$ cat src/rtl/mem_arb_pkg.sv
// Shared types and constants for the unified-memory port arbiter.
package mem_arb_pkg;

    localparam int unsigned TAG_W = 2;

    typedef enum logic [2:0] {
        SERVE,
        DUMP_WAIT,
        DUMP_ISSUE,
        DUMP_DRAIN,
        DUMP_DONE
    } arb_state_t;

    localparam logic [TAG_W-1:0] TAG_IF   = 2'd0;
    localparam logic [TAG_W-1:0] TAG_DM   = 2'd1;
    localparam logic [TAG_W-1:0] TAG_DUMP = 2'd2;

endpackage

$ cat src/rtl/mem_rd_tag_pipe.sv
// Read-tag shift register: follows each RAM read for RD_LAT cycles so the
// returning data can be steered to the port (or dump stream) that issued it.
module mem_rd_tag_pipe
    import mem_arb_pkg::*;
#(
    parameter int unsigned RD_LAT = 1,
    parameter int unsigned ADDR_W = 9
) (
    input  logic              CLK,
    input  logic              reset,
    input  logic              in_valid,
    input  logic [TAG_W-1:0]  in_tag,
    input  logic [ADDR_W-1:0] in_addr,
    output logic              out_valid,
    output logic [TAG_W-1:0]  out_tag,
    output logic [ADDR_W-1:0] out_addr,
    output logic              empty_c
);

    logic [RD_LAT-1:0] valid_q;
    logic [TAG_W-1:0]  tag_q  [RD_LAT];
    logic [ADDR_W-1:0] addr_q [RD_LAT];

    always_ff @(posedge CLK) begin
        if (reset) begin
            valid_q <= '0;
            for (int unsigned i = 0; i < RD_LAT; i++) begin
                tag_q[i]  <= '0;
                addr_q[i] <= '0;
            end
        end else begin
            valid_q[0] <= in_valid;
            tag_q[0]   <= in_tag;
            addr_q[0]  <= in_addr;
            for (int unsigned i = 1; i < RD_LAT; i++) begin
                valid_q[i] <= valid_q[i-1];
                tag_q[i]   <= tag_q[i-1];
                addr_q[i]  <= addr_q[i-1];
            end
        end
    end

    assign out_valid = valid_q[RD_LAT-1];
    assign out_tag   = tag_q[RD_LAT-1];
    assign out_addr  = addr_q[RD_LAT-1];
    assign empty_c   = ~|valid_q;

endmodule

$ cat src/rtl/mem_port_arbiter.sv
// Single-port RAM arbiter: DM has fixed priority over IF, plus a halt-time
// sequencer that streams every RAM word out once the CPU has stopped.
module mem_port_arbiter
    import mem_arb_pkg::*;
#(
    parameter int unsigned ADDR_W     = 9,
    parameter int unsigned DATA_W     = 32,
    parameter int unsigned RD_LAT     = 1,
    parameter int unsigned DUMP_WORDS = 512
) (
    input  logic              CLK,
    input  logic              reset,
    input  logic              if_req,
    input  logic [ADDR_W-1:0] if_addr,
    output logic              if_gnt,
    output logic              if_rvalid,
    output logic [DATA_W-1:0] if_rdata,
    input  logic              dm_req,
    input  logic              dm_we,
    input  logic [ADDR_W-1:0] dm_addr,
    input  logic [DATA_W-1:0] dm_wdata,
    output logic              dm_gnt,
    output logic              dm_rvalid,
    output logic [DATA_W-1:0] dm_rdata,
    input  logic              dump_start,
    output logic              dump_busy,
    output logic              dump_valid,
    output logic [ADDR_W-1:0] dump_addr,
    output logic [DATA_W-1:0] dump_data,
    output logic              dump_done,
    output logic              mem_en,
    output logic              mem_we,
    output logic [ADDR_W-1:0] mem_addr,
    output logic [DATA_W-1:0] mem_wdata,
    input  logic [DATA_W-1:0] mem_rdata
);

    localparam logic [ADDR_W-1:0] LAST_ADDR = ADDR_W'(DUMP_WORDS - 1);

    arb_state_t        state;
    logic [ADDR_W-1:0] dump_cnt;
    logic              issue_valid_c;
    logic [TAG_W-1:0]  issue_tag_c;
    logic              pipe_valid;
    logic [TAG_W-1:0]  pipe_tag;
    logic [ADDR_W-1:0] pipe_addr;
    logic              pipe_empty_c;
    logic              exit_if_c;
    logic              exit_dm_c;
    logic              exit_dump_c;

    // Grant and RAM drive: at most one access per cycle, DM wins in SERVE.
    always_comb begin
        dm_gnt        = 1'b0;
        if_gnt        = 1'b0;
        mem_en        = 1'b0;
        mem_we        = 1'b0;
        mem_addr      = '0;
        mem_wdata     = '0;
        issue_valid_c = 1'b0;
        issue_tag_c   = TAG_IF;
        if (state == SERVE) begin
            dm_gnt = dm_req;
            if_gnt = if_req & ~dm_req;
            if (dm_req) begin
                mem_en        = 1'b1;
                mem_we        = dm_we;
                mem_addr      = dm_addr;
                mem_wdata     = dm_wdata;
                issue_valid_c = ~dm_we;
                issue_tag_c   = TAG_DM;
            end else if (if_req) begin
                mem_en        = 1'b1;
                mem_addr      = if_addr;
                issue_valid_c = 1'b1;
                issue_tag_c   = TAG_IF;
            end
        end else if (state == DUMP_ISSUE) begin
            mem_en        = 1'b1;
            mem_addr      = dump_cnt;
            issue_valid_c = 1'b1;
            issue_tag_c   = TAG_DUMP;
        end
    end

    mem_rd_tag_pipe #(
        .RD_LAT (RD_LAT),
        .ADDR_W (ADDR_W)
    ) u_tag_pipe (
        .CLK       (CLK),
        .reset     (reset),
        .in_valid  (issue_valid_c),
        .in_tag    (issue_tag_c),
        .in_addr   (mem_addr),
        .out_valid (pipe_valid),
        .out_tag   (pipe_tag),
        .out_addr  (pipe_addr),
        .empty_c   (pipe_empty_c)
    );

    assign exit_if_c   = pipe_valid && (pipe_tag == TAG_IF);
    assign exit_dm_c   = pipe_valid && (pipe_tag == TAG_DM);
    assign exit_dump_c = pipe_valid && (pipe_tag == TAG_DUMP);

    // Sequencer state plus registered read-return and dump outputs.
    always_ff @(posedge CLK) begin
        if (reset) begin
            state      <= SERVE;
            dump_cnt   <= '0;
            if_rvalid  <= 1'b0;
            if_rdata   <= '0;
            dm_rvalid  <= 1'b0;
            dm_rdata   <= '0;
            dump_busy  <= 1'b0;
            dump_valid <= 1'b0;
            dump_addr  <= '0;
            dump_data  <= '0;
            dump_done  <= 1'b0;
        end else begin
            if_rvalid  <= exit_if_c;
            dm_rvalid  <= exit_dm_c;
            dump_valid <= exit_dump_c;
            if (exit_if_c) if_rdata <= mem_rdata;
            if (exit_dm_c) dm_rdata <= mem_rdata;
            if (exit_dump_c) begin
                dump_addr <= pipe_addr;
                dump_data <= mem_rdata;
            end
            case (state)
                SERVE: begin
                    if (dump_start) begin
                        state     <= DUMP_WAIT;
                        dump_busy <= 1'b1;
                    end
                end
                DUMP_WAIT: begin
                    if (pipe_empty_c) state <= DUMP_ISSUE;
                end
                DUMP_ISSUE: begin
                    // Hold the counter on the final address so it never wraps.
                    if (dump_cnt == LAST_ADDR) state <= DUMP_DRAIN;
                    else dump_cnt <= dump_cnt + ADDR_W'(1);
                end
                DUMP_DRAIN: begin
                    if (exit_dump_c && (pipe_addr == LAST_ADDR)) begin
                        state     <= DUMP_DONE;
                        dump_busy <= 1'b0;
                        dump_done <= 1'b1;
                    end
                end
                DUMP_DONE: state <= DUMP_DONE;
                default:   state <= SERVE;
            endcase
        end
    end

endmodule

$ cat config.mk
export PLATFORM = sky130hd
export DESIGN_NAME = mem_port_arbiter
export DESIGN_NICKNAME = d
export VERILOG_FILES = /design/src/rtl/mem_arb_pkg.sv /design/src/rtl/mem_rd_tag_pipe.sv /design/src/rtl/mem_port_arbiter.sv
export SDC_FILE = /design/constraint.sdc
export NUM_CORES = 1
export LEC_CHECK = 0
export CAP_MARGIN = 20
export CORE_ASPECT_RATIO = 1.1
export CORE_MARGIN = 1.5
export CORE_UTILIZATION = 40
export CTS_CLUSTER_SIZE = 30
export DETAILED_ROUTE_END_ITERATION = 8
export GPL_ROUTABILITY_DRIVEN = 0
export MAX_ROUTING_LAYER = met4
export PLACE_DENSITY = 0.83
export SLEW_MARGIN = 20
export SYNTH_ARGS = -nofsm -noshare
export SYNTH_HDL_FRONTEND = slang
export SYNTH_HIERARCHICAL = 1
export SYNTH_SLANG_ARGS = --single-unit
export TNS_END_PERCENT = 20
$ cat constraint.sdc
create_clock -name CLK -period 3.11 [get_ports CLK]
set_input_delay 0.622 -clock CLK [delete_from_list [all_inputs] [get_ports CLK]]
set_output_delay 0.622 -clock CLK [all_outputs]
set_load 0.01 [all_outputs]
==> results of run 1 <==
[worst paths after layout]
| path | start | to | slack (ps) |
|---|---|---|---|
| worst min-delay path | u_tag_pipe/addr_q[0][7] | dump_addr[7] | 450 |
| worst max register to register | dump_cnt[0] | dump_cnt[5] | 830 |
| worst min register to register | u_tag_pipe/addr_q[0][7] | dump_addr[7] | 450 |
| worst max-delay path | dm_req | mem_addr[7] | 80 |
[logic make-up (layout without fill, tap and decap cells)]
| group | Yosys count | in the layout |
|---|---|---|
| buf+inv | 50 | 291 |
| mux | 3 | 3 |
| xor+xnor | 1 | 1 |
| simple gates | 311 | 311 |
| flops | 134 | 134 |
| compound gates | 137 | 137 |
| fa+ha+maj | 2 | 2 |
[worst reg2reg max path, stage by stage, from the launching register on]
cell and delay [ps]:
dfxtp_1 350, ha_1 270, nand3_1 100, nor2_1 50, ha_1 200, or4b_4 590
or4_1 510, a21oi_1 150
[routing by layer]
| metal | vias up | wire, um | track usage |
|---|---|---|---|
| met3 | 22 | 1040 | 0.0587 |
| li1 | 2564 | - | - |
| met4 | 0 | 286 | 0.0807 |
| met5 | - | 0 | - |
| met2 | 217 | 7930 | 0.400 |
| met1 | 2385 | 6530 | 0.270 |
[where the power goes]
part	internal, mW	switching, mW
Combinational	0.368	0.284
Clock	1.31	0.802
Sequential	1.78	0.0427
[cell usage after synthesis, types with 2 or more instances]
library cell | instances | area share
and3b_1 | 2 | 0.0034
a21oi_1 | 114 | 0.11
nor2b_4 | 2 | 0.0053
inv_1 | 3 | 0.0022
ha_1 | 2 | 0.0048
nand3_1 | 5 | 0.0048
clkbuf_1 | 43 | 0.031
dfxtp_1 | 134 | 0.52
or4_1 | 4 | 0.0058
and2_1 | 41 | 0.050
buf_6 | 2 | 0.0044
nand4_1 | 2 | 0.0024
o21a_1 | 2 | 0.0029
nand3b_1 | 2 | 0.0029
mux2i_1 | 3 | 0.0058
and3_1 | 3 | 0.0036
or3_1 | 5 | 0.0061
o21ai_0 | 4 | 0.0039
a221o_1 | 9 | 0.017
o31ai_1 | 3 | 0.0044
nor2_1 | 12 | 0.0087
nand2_1 | 215 | 0.16
nor2b_2 | 8 | 0.014
and2b_2 | 2 | 0.0034
[flip-flops by register name, summed over array words and instances, names as in the netlist]
signal,cells
dump_cnt,9
dump_done,1
dump_data,32
dump_addr,9
u_tag_pipe/out_valid,1
u_tag_pipe/addr_q,9
u_tag_pipe/tag_q,2
dump_valid,1
dm_rdata,32
if_rdata,32
if_rvalid,1
dm_rvalid,1
state,3
dump_busy,1
[cell type report]
type | instances | share of cell area
clock inverters | 14 | 0.0221
clock buffers | 18 | 0.0521
multi-input cells | 454 | 0.271
inverters | 3 | 0.00134
flip-flops and latches | 134 | 0.318
well taps | 157 | 0.0233
repair buffers | 256 | 0.312
[per-stage QoR]
step	hold slack, ps	power (mW)
after floorplan	432	2.12
after global placement	440	2.49
after detailed placement	445	2.49
after CTS	454	4.64
after global routing	471	4.76
final	450	4.58
[repair_timing]
| action | 4_1_cts | 5_1_grt |
|---|---|---|
| setup buffers | 2 | 0 |
| gates resized for setup | 0 | 20 |
| gates cloned | 2 | 0 |
| endpoints found under the setup margin | 1 | 20 |
==> flow_summary.ini, run 1 <==
[run_status]
status = completed

[cells_and_area]
final_core_util = 0.669
fin_nets = 956
drive_gt1_frac = 0.0739
final_cell_mix = clkdlybuf4s50_1, nand2_1, dfxtp_1, a21oi_1, and2_1
instances_no_fill = 1036
nFillCells = 1022
seqCellArea_mm2 = 0.00268
area_delta_synth_final_pct = 63.3
antenna_cells = 0
finalInstanceArea_mm2 = 0.00843
final_common_cell = clkdlybuf4s50_1
multi_input_area_mm2 = 0.00229

[drt]
drt_pass1_iterations = 8
drt_iter0_drc = 313
drc = 0
wl_per_cell_um = 15.2
routed_wl_um = 15800
postRouteAntennaNets = 0
vias = 5188
viasPerCell = 5.01

[clock_tree]
clk_latency_ps = 410
cts_sinks = 134
root_buffer = clkbuf_16
cts_tree = built
h-tree-depth = 4
cts_hold_buf = 0
clock_path_buffers = 2
clkTransAtPathRegs_ps = 60
cts_buffers = 17

[synth]
synthXorXnorAreaFrac = 0.00170
syn_area_per_cell_um2 = 8.09
yosys.area_share.simple = 0.281
synth-compound-area-share = 0.147
ys_types = 40
synthMuxAreaShare = 0.00582
synth_cells = 638
synth_nets = 728
ys_async_sr_fraction = 0
ys_seq_area_frac = 0.520
synth_fa_ha_area_frac = 0.00485
synth_top_flop_cell = dfxtp_1
synth_edf_count = 0
synth_top_family_by_area = simple AND/OR/NAND/NOR gates
synth-seq-cells = 134
netlist_area_mm2 = 0.00516
synth_warnings = 6

[sta]
setup_viol = 0
rsz0062_at_grt = false
fmaxAchievable_ghz = 0.330
max-slew-margin-rel = 0.466
fin_crit_sh = 0.975
finClkSkew_ps = 8.96
drv_slew = 0
setup_slack_ps = 77.2
min_period_ps = 3030
fin_tns_setup_ps = 0
finalHoldViolations = 0
max_slew.worst_pin.slew_ps = 801

[global_route]
grt_use_total = 0.234
grt_pass1_vias = 4839
antenna_found_initial = 0
grt_pass1_wl_um = 24300
grt-ovfl-total = 0
grt_max_degree = 71

[run]
maxCapViolCount = 0

[floorplan]
row_count = 43
initial_utilization = 0.410
core_mm2 = 0.0126
die_h_um = 122
die_area_mm2 = 0.0136
pin_count = 243
fp.dieW_um = 111

[placement]
dp_slack_ps = 18.5
postPlaceCellArea_mm2 = 0.00769
dp_cells = 1000
dp_hpwl_um = 10400
port_buffers = 242

[critical_path]
r2r_cells = 7
arrival_ps = 2410
critPathCaptureType = output port
path_max_fanout = 21
crit_path_frequent_cell = clkdlybuf4s50_1
cp_slowest_cell = clkdlybuf4s50_1
worst_setup_path_start_kind = input pin
critical_path.top_delay_family = buffers and inverters
crit_chain = clkdlybuf4s50_1 -> nor4b_4 -> buf_4 -> buf_12 -> a221o_1 -> clkdlybuf4s50_1
cp.depth = 6
required_ps = 2490
path_buf_inv = 4
max_stage_delay_ps = 540
worstSetupPathType = in2out

[pwr]
p_leak_nw = 3.26
peakVddDrop_v = 0.000321
power.density_mw_per_mm2 = 544

[min_path]
hold_path_depth = 2
hp-class = reg2reg
Power figures use the tool's default switching activity.
==> run 2: changes to the inputs <==
HOLD_SLACK_MARGIN = 0.08   (was default)
TNS_END_PERCENT = default   (was 20)
==> results of run 2 <==
Same layout as run 1: the final DEF is identical, and so are final timing and power.
==> run 3: changes to the inputs <==
PLACE_DENSITY = 0.76   (was 0.83)
SYNTH_HIERARCHICAL = default   (was 1)
==> run 3 against run 2 <==
Net effect: the run now ends with DRC left; register-to-register slack better by 30 ps; sequential cell count unchanged; clock power fell by 9%; total power is 4.6% lower; cell area fell by 1.4%; worst setup slack gained 54 ps; wire length is 1.5% higher; non-clock buffer count shrank 6; die area up 1.5%; sequential share of layout area up 0.46 points; clock skew down 2.5 ps.
==> flow_summary.ini, run 3 <==
[run_status]
status = complete, but fails checks
failed_checks = DRC

[cells_and_area]
fin_nets = 979
reg_top3 = dm_rdata: 32 flops, dump_data: 32 flops, if_rdata: 32 flops
final_cell_mix = clkdlybuf4s50_1, nand2_1, dfxtp_1, a21oi_1, and2_1
area_delta_synth_final_pct = 58.6
drive_gt1_frac = 0.0543
antenna_cells = 0
final_common_cell = clkdlybuf4s50_1
nFillCells = 1046

[sta]
fmaxAchievable_ghz = 0.336
rsz0062_at_grt = false
fin_crit_sh = 0.958
max-slew-margin-rel = 0.429
max_slew.worst_pin.slew_ps = 855
drv_slew = 0
min_period_ps = 2980
setup_slack_ps = 131
finalHoldViolations = 0
fin_tns_setup_ps = 0
finClkSkew_ps = 6.48
setup_viol = 0

[drt]
routed_wl_um = 16000
drt_pass1_iterations = 7
viasPerCell = 5.10
wl_per_cell_um = 15.1
vias = 5406
postRouteAntennaNets = 0
drt_iter0_drc = 462
drc = 13

[synth]
netlist_area_mm2 = 0.00524
ys_async_sr_fraction = 0
synth_warnings = 0
synth_nets = 761
syn_area_per_cell_um2 = 7.81
yosys-top-cells-count = nand2_1, dfxtp_1, a21oi_1
synth_top_cell_by_area = dfxtp_1
synth_cells = 671
synth_top_area_share = 0.512
synth_top_flop_cell = dfxtp_1
yosysMostFrequentCell = nand2_1
synth_edf_count = 0
synth.top_cells.by_area = dfxtp_1, nand2_1, a21oi_1
ys_types = 41
synth-seq-cells = 134
ys_seq_area_frac = 0.512

[critical_path]
arrival_ps = 2360
required_ps = 2490
cp_slowest_cell = clkdlybuf4s50_1
max_stage_delay_ps = 530
worstSetupPathType = in2out
worst_setup_path_start_kind = input pin
crit_chain = clkdlybuf4s50_1 -> buf_4 -> nor4_2 -> buf_4 -> nand3_1 -> nand2_1 -> clkdlybuf4s50_1
path_buf_inv = 4
critical_path.top_delay_family = buffers and inverters
path_max_fanout = 13
critPathCaptureType = output port

[clock_tree]
root_buffer = clkbuf_16
cts_sinks = 134
cts_buffers = 17
clock_path_buffers = 2
cts_tree = built
h-tree-depth = 4
cts_hold_buf = 0
clkTransAtPathRegs_ps = 50
clk_latency_ps = 410

[global_route]
grt_max_degree = 74
grt_pass1_wl_um = 24700
antenna_found_initial = 0
grt-ovfl-total = 0
grt_pass1_vias = 5265
grt_use_total = 0.235

[floorplan]
initial_utilization = 0.413
die_h_um = 123
fp.dieW_um = 112
row_count = 43
core_mm2 = 0.0127
die_area_mm2 = 0.0138
pin_count = 243

[run]
maxCapViolCount = 0

[placement]
port_buffers = 242
dp_hpwl_um = 11400
dp_slack_ps = 169

[pwr]
power.density_mw_per_mm2 = 526
peakVddDrop_v = 0.000385
p_leak_nw = 2.94

[min_path]
hp-class = reg2reg
-- run 3: worst min-delay path: stages, from the launching register on --
cell     delay [ps]
dfxtp_1         300
nand2_1          50
a21oi_1          50
-- run 3: path summary, 6_finish.rpt --
check                             startpoint            to  slack, ps  cells after the start
worst min register to register  if_rdata[28]  if_rdata[28]        450                      2
worst max register to register      state[1]   dump_cnt[7]        860                      3
worst min-delay path            if_rdata[28]  if_rdata[28]        450                      2
worst max-delay path                  dm_req   mem_addr[7]        130                      7
-- run 3: cells by family after synthesis --
kind of cell / share of synthesized area
xor gates and xnor gates: 0.00167
DFF: 0.512
buffers and inverters: 0.0423
muxes: 0.00597
and+or+nand+nor: 0.282
AOI/OAI and AO/OA: 0.151
adders and majority gates: 0.00477
-- run 3: area by class of cell --
| cell class | instances | area, um2 | area share |
|---|---|---|---|
| inverter | 3 | 11.3 | 0.00136 |
| sequential | 134 | 2680 | 0.323 |
| multi-input combinational | 483 | 2340 | 0.282 |
| tap | 157 | 196 | 0.0236 |
| timing repair buffer | 250 | 2500 | 0.301 |
| clock buffer | 23 | 468 | 0.0563 |
| clock inverter | 9 | 101 | 0.0122 |
-- run 3: where the power goes --
group	leakage, nW	switching (mW)	internal (mW)
Sequential	1.09	0.0478	1.78
Combinational	1.57	0.285	0.353
Clock	0.281	0.693	1.21
-- run 3: timing repair --
action                     in CTS  in global routing
resized for setup               0                  1
setup endpoints to repair       0                 33
buffers inserted                0                  0
-- run 3: layer usage --
layer,part of all wire,vias to the layer above,track usage
li1,-,2639,-
met1,0.39,2491,0.257
met2,0.50,237,0.405
met3,0.068,39,0.0564
met4,0.033,0,0.119
met5,0,-,-
-- run 3: stage by stage --
stage          power [mW]  std cells  instance area [um2]   util  hold WS (ps)
5_1_grt              4.54       1059                 8310  0.654           471
2_1_floorplan        2.13        671                 5240      -           432
6_report             4.37       1059                 8310  0.654           452
3_5_place_dp         2.50       1027                 7740  0.609           447
3_3_place_gp         2.49       1027                 7740  0.609           441
4_1_cts              4.41       1059                 8310  0.654           454
